### src/rtl/panel_loader.sv
`timescale 1ns/1ps
// panel_loader
//   Front-panel sequencer placed directly upstream of Front_Panel. It takes a
//   stream of (address, data) words and writes each one into PDP-8 memory the
//   way an operator would at the console:
//     1. Set the switches.
//     2. Pulse Load-PC, but only when the address is not the next sequential one.
//     3. Set the switches to the data.
//     4. Pulse Deposit.
//   After the word flagged last, it loads START_PC, raises the run switch,
//   waits for the CPU to start and stop, and then reports halted.
//
// Ports
//   clock         system clock
//   resetN        synchronous reset, active-high
//   in_valid      input word valid
//   in_ready      loader can accept a word (IDLE only)
//   in_addr       target memory address
//   in_data       data to deposit
//   in_last       final word of the image
//   sw            switch bank to Front_Panel: [11:0] value, [12] run switch
//   btnl          Load-PC button
//   btnd          Deposit button
//   run_led       Front_Panel led[12], high while the CPU runs
//   busy          sequencer active (not IDLE, not HALTED)
//   loaded_count  words deposited since reset, saturating at 4096
//   halted        program ran and stopped; held until reset
module panel_loader #(
  parameter int          SETUP_CYC = 10,
  parameter int          PULSE_CYC = 10,
  parameter int          GAP_CYC   = 10,
  parameter logic [11:0] START_PC  = 12'o0200
) (
  input  logic        clock,
  input  logic        resetN,
  input  logic        in_valid,
  output logic        in_ready,
  input  logic [11:0] in_addr,
  input  logic [11:0] in_data,
  input  logic        in_last,
  output logic [12:0] sw,
  output logic        btnl,
  output logic        btnd,
  input  logic        run_led,
  output logic        busy,
  output logic [12:0] loaded_count,
  output logic        halted
);

  localparam int TW = 16;

  typedef enum logic [3:0] {
    IDLE, SET_ADDR, PULSE_LOAD, GAP_LOAD, SET_DATA, PULSE_DEP, GAP_DEP,
    SET_START, PULSE_START, GAP_START, RUN_WAIT, RUNNING, HALTED
  } state_t;

  state_t        state_reg, state_next;
  logic [TW-1:0] timer_reg, timer_next;
  logic [TW-1:0] phase_len;
  logic          phase_done;
  logic [11:0]   addr_reg, data_reg, next_addr_reg;
  logic          last_reg, first_word_reg, in_ready_reg;
  logic [12:0]   count_reg;
  logic          take;

  assign take = in_valid & in_ready_reg & (state_reg == IDLE);

  // Length of the timed phase the current state belongs to; zero for untimed states.
  always_comb begin
    phase_len = '0;
    case (state_reg)
      SET_ADDR, SET_DATA, SET_START:        phase_len = TW'(SETUP_CYC);
      PULSE_LOAD, PULSE_DEP, PULSE_START:   phase_len = TW'(PULSE_CYC);
      GAP_LOAD, GAP_DEP, GAP_START:         phase_len = TW'(GAP_CYC);
      default:                              phase_len = '0;
    endcase
  end

  assign phase_done = (phase_len != '0) && (timer_reg == phase_len - TW'(1));

  always_comb begin
    state_next = state_reg;
    timer_next = '0;
    case (state_reg)
      IDLE: begin
        // Skip Load-PC when the word continues where the last deposit left the PC.
        if (take)
          state_next = (first_word_reg || (in_addr != next_addr_reg)) ? SET_ADDR : SET_DATA;
      end
      SET_ADDR:    if (phase_done) state_next = PULSE_LOAD;
      PULSE_LOAD:  if (phase_done) state_next = GAP_LOAD;
      GAP_LOAD:    if (phase_done) state_next = SET_DATA;
      SET_DATA:    if (phase_done) state_next = PULSE_DEP;
      PULSE_DEP:   if (phase_done) state_next = GAP_DEP;
      GAP_DEP:     if (phase_done) state_next = last_reg ? SET_START : IDLE;
      SET_START:   if (phase_done) state_next = PULSE_START;
      PULSE_START: if (phase_done) state_next = GAP_START;
      GAP_START:   if (phase_done) state_next = RUN_WAIT;
      RUN_WAIT:    if (run_led)    state_next = RUNNING;
      RUNNING:     if (!run_led)   state_next = HALTED;
      HALTED:      state_next = HALTED;
      default:     state_next = IDLE;
    endcase
    // The timer restarts from zero on every phase change.
    if ((phase_len != '0) && !phase_done)
      timer_next = timer_reg + TW'(1);
  end

  always_ff @(posedge clock) begin
    if (resetN) begin
      state_reg      <= IDLE;
      timer_reg      <= '0;
      in_ready_reg   <= 1'b0;
      first_word_reg <= 1'b1;
      next_addr_reg  <= '0;
      count_reg      <= '0;
      addr_reg       <= '0;
      data_reg       <= '0;
      last_reg       <= 1'b0;
    end else begin
      state_reg    <= state_next;
      timer_reg    <= timer_next;
      // Registered so it stays low through reset and rises one cycle afterwards.
      in_ready_reg <= (state_next == IDLE);
      if (take) begin
        addr_reg <= in_addr;
        data_reg <= in_data;
        last_reg <= in_last;
      end
      if ((state_reg == GAP_DEP) && phase_done) begin
        if (count_reg != 13'd4096)
          count_reg <= count_reg + 13'd1;
        next_addr_reg  <= addr_reg + 12'd1;  // 7777 wraps to 0000
        first_word_reg <= 1'b0;
      end
    end
  end

  // Switches and buttons decode directly from the state register, so a reset
  // clears both buttons on the very next edge.
  always_comb begin
    sw   = '0;
    btnl = 1'b0;
    btnd = 1'b0;
    case (state_reg)
      SET_ADDR, GAP_LOAD:    sw[11:0] = addr_reg;
      PULSE_LOAD: begin
        sw[11:0] = addr_reg;
        btnl     = 1'b1;
      end
      SET_DATA, GAP_DEP:     sw[11:0] = data_reg;
      PULSE_DEP: begin
        sw[11:0] = data_reg;
        btnd     = 1'b1;
      end
      SET_START, GAP_START:  sw[11:0] = START_PC;
      PULSE_START: begin
        sw[11:0] = START_PC;
        btnl     = 1'b1;
      end
      RUN_WAIT, RUNNING:     sw = {1'b1, START_PC};
      default:               sw = '0;
    endcase
  end

  assign in_ready     = in_ready_reg;
  assign busy         = (state_reg != IDLE) && (state_reg != HALTED);
  assign halted       = (state_reg == HALTED);
  assign loaded_count = count_reg;

endmodule
### config.mk
export PLATFORM = sky130hd
export DESIGN_NAME = panel_loader
export DESIGN_NICKNAME = d
export VERILOG_FILES = /design/src/rtl/panel_loader.sv
export SDC_FILE = /design/constraint.sdc
export NUM_CORES = 1
export LEC_CHECK = 0
export ABC_CLOCK_PERIOD_IN_PS = 2700
export CORE_ASPECT_RATIO = 1.25
export CORE_MARGIN = 2
export CORE_UTILIZATION = 53
export DETAILED_ROUTE_END_ITERATION = 16
export PLACE_DENSITY = 0.89
export RECOVER_POWER = 100
export SLEW_MARGIN = 20
export SYNTH_ARGS = -nofsm -noshare
export SYNTH_HDL_FRONTEND = slang
export SYNTH_SLANG_ARGS = --single-unit
### constraint.sdc
create_clock -name clock -period 2.7 [get_ports clock]
set_input_delay 0.81 -clock clock [delete_from_list [all_inputs] [get_ports clock]]
set_output_delay 0.81 -clock clock [all_outputs]
set_load 0.005 [all_outputs]
==> flow_summary_export.csv, run 1 <==
group,metric,value,unit
yosys,synth_nets,483,
worst_setup_path,critPathArrivalTime,1.79,ns
grt,gr-total-overflow,0,
power,clockPowerShare,0.361,
yosys,ys_types,43,
die,row_count,33,
placed_design,placed_cells,581,
clocking,tritoncts.num_buffers,9,
worst_setup_path,endpoint_kind,"primary output",
sta,period_share,0.9639,
grt,antenna_found_initial,0,
power,p_int,0.001543,W
power,ir_drop,0.3604,mV
sta,worst_slew_pin_slew,0.5867,ns
final_layout,largest_reg_flops,16,
worst_hold_path,hold-path-endpoint,"data_reg[1]",
die,die-area,7424,um2
final_layout,fin_area,4481,um2
sta,rsz0062_at_grt,"no",
route,via_per_inst,5.716,
placed_design,gp_congestion,0.8789,
grt,grt_pass1_vias,3285,
yosys,ys_seq_area_frac,0.4087,
worst_setup_path,r2r_cells,6,
worst_setup_path,cp_slowest_stage_delay,0.39,ns
clocking,clk_latency,0.35,ns
power,combPwrFrac,0.099,
clocking,cts_htree_levels,3,
worst_setup_path,crit_fanout,20,
worst_setup_path,critPathLaunchType,"flip-flop",
yosys,ys_warn_count,0,
power,seqPwrFrac,0.540,
worst_setup_path,worst-path-stages,6,
clocking,cts.sinks,73,
placed_design,dpl_cell_area,4272,um2
route,via_count,3424,
worst_setup_path,worstPathCellList,"buf_4 > nand2b_4 > nor2_2 > buf_6 > a22o_1 > dlygate4sd2_1",
die,die_h,95.84,um
die,ioPinCount,60,
worst_setup_path,reg2reg_to,"loaded_count[6]",
power,power,0.002097,W
final_layout,fillers,524,
yosys,netlist_area,3576,um2
die,die_width,77.47,um
placed_design,dp_worst_setup_slack,-0.008134,ns
route,drt_wl_total,9.145,mm
power,switching_share,0.2643,
grt,track_usage,0.2568,
clocking,root_buffer,"clkbuf_8",
worst_setup_path,path_buf_inv,3,
grt,grt_pass1_wl,15.10,mm
final_layout,final_cells,599,
worst_hold_path,hold-path-cell-count,2,
worst_hold_path,hp-start,"data_reg[1]",
final_layout,drive_gt1_frac,0.06836,
sta,drv_slew,0,
worst_setup_path,path_delay_family,"buffers and inverters",
flow_run,drv_cap,0,
final_layout,nets,540,
sta,fin_ws,0.09752,ns
grt,grt_max_degree,59,
route,dr.pass1.iters,5,
die,start_util,0.5447,
worst_setup_path,required,1.89,ns
clocking,clk_pin_slew,0.07,ns
worst_setup_path,cpMaxStageDelayCell,"dfxtp_1",
power,p_switching,0.0005542,W
sta,period_needed,2.602,ns
power,power_leakage,1.631,nW
route,drt-wirelength-per-cell,15.27,um
outcome,outcome,"finished clean",
yosys,syn_avg_cell_area,7.947,um2
clocking,clockBufferDepth,2,
final_layout,n_antenna_cell,0,
yosys,ys_ff_latch,73,
final_layout,fin_util,0.6825,
sta,setup_violations,0,
worst_setup_path,reg2reg_from,"timer_reg[11]",
placed_design,hpwl,6.305,mm
sta,finClkSkew,0.01082,ns
sta,hold_viol_final,0,
power,power.density,468.0,nW/um2
die,core_area,6565,um2
worst_setup_path,startpoint,"state_reg[3]",
clocking,hold_buffers,0,
worst_setup_path,critPathKind,"reg -> out",
sta,max_freq,0.3842,GHz
clocking,cts_tree,"yes",
worst_setup_path,r2r_slack,0.16,ns
worst_hold_path,min_path_type,"reg -> reg",
final_layout,areaGrowthSynthToFinish,25.30,%
yosys,syn_inst,450,
route,postRouteAntennaNets,0,
placed_design,port_buffers,59,
route,drt-initial-drc-count,196,
route,route.detailed.drc,0,
sta,max_slew_margin,0.6089,
[cell usage in the layout (no fill, tap or decap), drive strengths merged, types with 14 or more instances in the layout]
| cell | Yosys | routed |
|---|---|---|
| nand2 | 79 | 79 |
| dfxtp | 73 | 73 |
| nor2 | 55 | 55 |
| a21oi | 38 | 38 |
| clkdlybuf4s50 | 0 | 29 |
| xor2 | 28 | 28 |
| xnor2 | 21 | 21 |
| nand3 | 18 | 18 |
| dlygate4sd3 | 0 | 16 |
| a211oi | 14 | 14 |
[final cells by class]
type                       count  area, um2  share of cell area
tap                           87      108.9             0.02429
clock buffer                  11      131.4             0.02932
clock inverter                 5      40.04            0.008936
multi-input combinational    344       2017              0.4502
timing repair buffer          71      691.9              0.1544
inverter                       8      30.03            0.006702
sequential                    73       1461              0.3262
[cells in the mapped netlist]
| cell | number | area (um2) |
|---|---|---|
| nor3_1 | 10 | 50.05 |
| nor2_1 | 55 | 206.5 |
| nand3b_1 | 2 | 15.01 |
| nand4b_1 | 1 | 8.760 |
| or4_1 | 1 | 7.510 |
| o21bai_1 | 1 | 7.510 |
| nor2b_1 | 3 | 18.77 |
| ha_1 | 4 | 50.05 |
| nand2_1 | 79 | 296.5 |
| clkbuf_1 | 20 | 75.07 |
| o211a_1 | 1 | 10.01 |
| or2_2 | 1 | 6.260 |
| xnor2_1 | 21 | 183.9 |
| a22o_1 | 11 | 96.34 |
| buf_2 | 3 | 15.01 |
| a21oi_1 | 38 | 190.2 |
| a2111o_1 | 2 | 22.52 |
| o211ai_1 | 2 | 15.01 |
| buf_1 | 2 | 7.510 |
| a21o_1 | 2 | 15.01 |
| and3_1 | 9 | 56.30 |
| nand4_1 | 6 | 37.54 |
| mux2_2 | 2 | 22.52 |
| or3_1 | 3 | 18.77 |
| o21ai_0 | 1 | 5.000 |
| nor4_1 | 9 | 56.30 |
| a32oi_1 | 2 | 17.52 |
| dfxtp_1 | 73 | 1461 |
| inv_1 | 8 | 30.03 |
| nor4b_1 | 1 | 8.760 |
| nand2b_1 | 4 | 25.02 |
| and3b_1 | 1 | 8.760 |
| xor2_1 | 28 | 245.2 |
| and2_1 | 2 | 12.51 |
| mux2i_1 | 1 | 10.01 |
| a2111oi_0 | 1 | 8.760 |
| nor3b_1 | 3 | 22.52 |
| nand3_1 | 18 | 90.09 |
| a31oi_1 | 2 | 12.51 |
| a22oi_1 | 1 | 7.510 |
| o21a_1 | 1 | 7.510 |
| a211oi_1 | 14 | 105.1 |
| or3b_1 | 1 | 8.760 |
[cell families after synthesis]
group | after synthesis | share of synthesized area
adder cells (fa/ha/maj) | 4 | 0.01400
AND/OR/NAND/NOR | 209 | 0.2670
flip-flops | 73 | 0.4087
XOR/XNOR | 49 | 0.1200
AO/OA/AOI/OAI | 79 | 0.1456
multiplexers | 3 | 0.009097
buffers and inverters | 33 | 0.03569
[through the flow]
stage | hold slack (ns) | setup TNS, ns
floorplan | 0.4273 | 0
global placement | 0.4361 | -3.069
detailed placement | 0.4450 | -0.008134
CTS | 0.4598 | 0
global route | 0.4771 | 0
finish | 0.4589 | 0
[timing repair]
item                       in CTS  in global routing
gates cloned                    1                  0
setup endpoints to repair      12                  1
pin swaps                       1                  0
resized for setup              23                  1
buffers inserted                1                  0
[worst register-to-register path: cells and delay by family (launching register included)]
kind             cells  cell delay, ns
AND/OR/NAND/NOR      4            1.26
AO/OA/AOI/OAI        1            0.58
flip-flops           1            0.41
XOR/XNOR             1            0.15
[worst max path at each step]
stage	to	slack, ns
4_1_cts	sw[7]	0.01
5_1_grt	loaded_count[6]	0.02
3_5_place_dp	phase_len[1]	-0.008
2_1_floorplan	sw[0]	0.42
6_report	sw[4]	0.1
3_3_place_gp	sw[3]	-0.28
[layer usage]
metal | track usage | routed length, um | vias to the layer above
met5 | 0 | 0 | -
met1 | 0.2829 | 3604 | 1621
met3 | 0.05066 | 458 | 29
met4 | 0.1354 | 312 | 0
met2 | 0.4688 | 4770 | 113
li1 | - | - | 1661
[power by group through the flow]
stage               clock (W)  sequential, W  combinational (W)
detailed placement          0        0.00116           0.000201
global placement            0        0.00116           0.000195
floorplan                   0        0.00115           0.000110
global route         0.000820        0.00114           0.000227
CTS                  0.000770        0.00113           0.000207
finish               0.000757        0.00113           0.000207
No activity file was read; power rests on OpenSTA's default activity.
==> run 2: changes to the inputs <==
--- a/config.mk
+++ b/config.mk
@@ -9,9 +9,11 @@
 export CORE_ASPECT_RATIO = 1.25
 export CORE_MARGIN = 2
 export CORE_UTILIZATION = 53
+export CTS_CLUSTER_DIAMETER = 200
 export DETAILED_ROUTE_END_ITERATION = 16
 export PLACE_DENSITY = 0.89
 export RECOVER_POWER = 100
+export SETUP_SLACK_MARGIN = 0.2
 export SLEW_MARGIN = 20
 export SYNTH_ARGS = -nofsm -noshare
 export SYNTH_HDL_FRONTEND = slang
==> flow_summary_export.csv, run 2 (same netlist as run 1, synthesis figures left out) <==
group,metric,value,unit
grt,antenna_found_initial,0,
die,row_count,33,
flow_run,drv_cap,0,
route,dr.pass1.iters,5,
route,drt_wl_total,9.291,mm
placed_design,placed_cells,581,
sta,max_slew_margin,0.1694,
sta,finClkSkew,0.01008,ns
worst_setup_path,critPathKind,"reg -> out",
final_layout,fin_area,4511,um2
clocking,root_buffer,"clkbuf_8",
route,via_per_inst,5.694,
placed_design,port_buffers,59,
clocking,cts.sinks,73,
route,dr_wl_met3,454,um
clocking,hold_buffers,0,
final_layout,largest_reg_flops,16,
clocking,clk_latency,0.35,ns
sta,worst_slew_pin_slew,1.246,ns
grt,grt_pass1_wl,15.37,mm
power,ir_drop,0.3655,mV
worst_hold_path,min_path_type,"reg -> reg",
clocking,cts_tree,"yes",
sta,drv_slew,0,
outcome,outcome,"finished clean",
sta,hold_viol_final,0,
die,ioPinCount,60,
placed_design,hpwl,6.305,mm
route,via_count,3439,
sta,hold_slack,0.4575,ns
grt,gr-total-overflow,0,
clocking,clockBufferDepth,2,
route,drt-wirelength-per-cell,15.38,um
power,power,0.002101,W
grt,grt_max_degree,59,
route,topRoutingLayerUsed,"met4",
route,postRouteAntennaNets,0,
die,die_h,95.84,um
worst_setup_path,endpoint_kind,"primary output",
sta,period_needed,2.525,ns
worst_setup_path,critPathArrivalTime,1.72,ns
final_layout,final_cells,604,
die,start_util,0.5447,
sta,rsz0062_at_grt,"yes",
final_layout,fillers,523,
route,drt-initial-drc-count,162,
sta,period_share,0.9354,
placed_design,dpl_cell_area,4272,um2
route,route.detailed.drc,0,
clocking,cts_htree_levels,3,
route,met2WireLength,4.812,mm
worst_setup_path,critPathLaunchType,"flip-flop",
final_layout,areaGrowthSynthToFinish,26.14,%
final_layout,nets,545,
placed_design,gp_congestion,0.8789,
worst_setup_path,crit_fanout,11,
clocking,clk_pin_slew,0.07,ns
route,wl_met1,3.704,mm
sta,setup_violations,0,
sta,max_freq,0.3960,GHz
power,power_leakage,1.603,nW
final_layout,fin_util,0.6871,
final_layout,n_antenna_cell,0,
grt,grt_pass1_vias,3396,
grt,track_usage,0.2620,
power,power.density,465.9,nW/um2
final_layout,layout_commonest_cell,"nand2_1",
die,die-area,7424,um2
die,core_area,6565,um2
final_layout,drive_gt1_frac,0.08704,
final_layout,final_cell_mix,"nand2_1 (79), dfxtp_1 (70), nor2_1 (54)",
worst_setup_path,required,1.89,ns
clocking,tritoncts.num_buffers,9,
die,die_width,77.47,um
==> run 2: critical path, stage by stage, from the launching register on <==
cell and delay (ns):
dfxtp_2 0.33, or2_4 0.26, nor3b_4 0.16, buf_12 0.14, a22o_1 0.22, clkdlybuf4s25_1 0.26
==> run 2: path summary, 6_finish.rpt <==
check,endpoint,slack (ns),cells past startpoint,start
max,sw[1],0.17,5,state_reg[1]
min,data_reg[1],0.46,2,data_reg[1]
max reg2reg,data_reg[7],0.24,7,state_reg[1]
min reg2reg,data_reg[1],0.46,2,data_reg[1]
==> run 2: routing by layer <==
| metal | up-vias | track usage |
|---|---|---|
| li1 | 1670 | - |
| met1 | 1623 | 0.2880 |
| met2 | 114 | 0.4688 |
| met3 | 32 | 0.05159 |
| met4 | 0 | 0.1592 |
| met5 | - | 0 |
==> run 2: final cells by class <==
type | instances | area (um2) | area share
multi-input cells | 344 | 2028 | 0.4497
clock buffers | 11 | 131.4 | 0.02913
flip-flops and latches | 73 | 1468 | 0.3254
well taps | 87 | 108.9 | 0.02413
clock inverters | 5 | 40.04 | 0.008877
inverters | 8 | 30.03 | 0.006657
repair buffers | 76 | 704.4 | 0.1562
==> run 2: what timing repair did <==
action                                  CTS  global route
pin swaps                                 3             2
gates cloned                              2             0
endpoints found under the setup margin   19            19
buffers inserted                          5             0
resized for setup                        32            21
==> run 2: stage by stage <==
step / setup slack [ns] / TNS (ns)
after floorplan: 0.4211 / 0
after global placement: -0.2811 / -3.069
after detailed placement: -0.008134 / -0.008134
after CTS: 0.1804 / 0
after global routing: 0.09400 / 0
final: 0.1745 / 0
==> run 2: power breakdown <==
| part | total (W) | internal, W | switching, W | leakage [nW] |
|---|---|---|---|---|
| clock network | 0.000761 | 0.000341 | 0.000420 | 0.0879 |
| registers | 0.00113 | 0.00110 | 0.0000297 | 0.592 |
| logic | 0.000209 | 0.000100 | 0.000109 | 0.923 |
==> run 3: changes to the inputs <==
--- a/config.mk
+++ b/config.mk
@@ -6,6 +6,7 @@
 export NUM_CORES = 1
 export LEC_CHECK = 0
 export ABC_CLOCK_PERIOD_IN_PS = 2700
+export CAP_MARGIN = 15
 export CORE_ASPECT_RATIO = 1.25
 export CORE_MARGIN = 2
 export CORE_UTILIZATION = 53
==> results of run 3 <==
The final DEF is identical to that of run 2; final timing and power are the same.
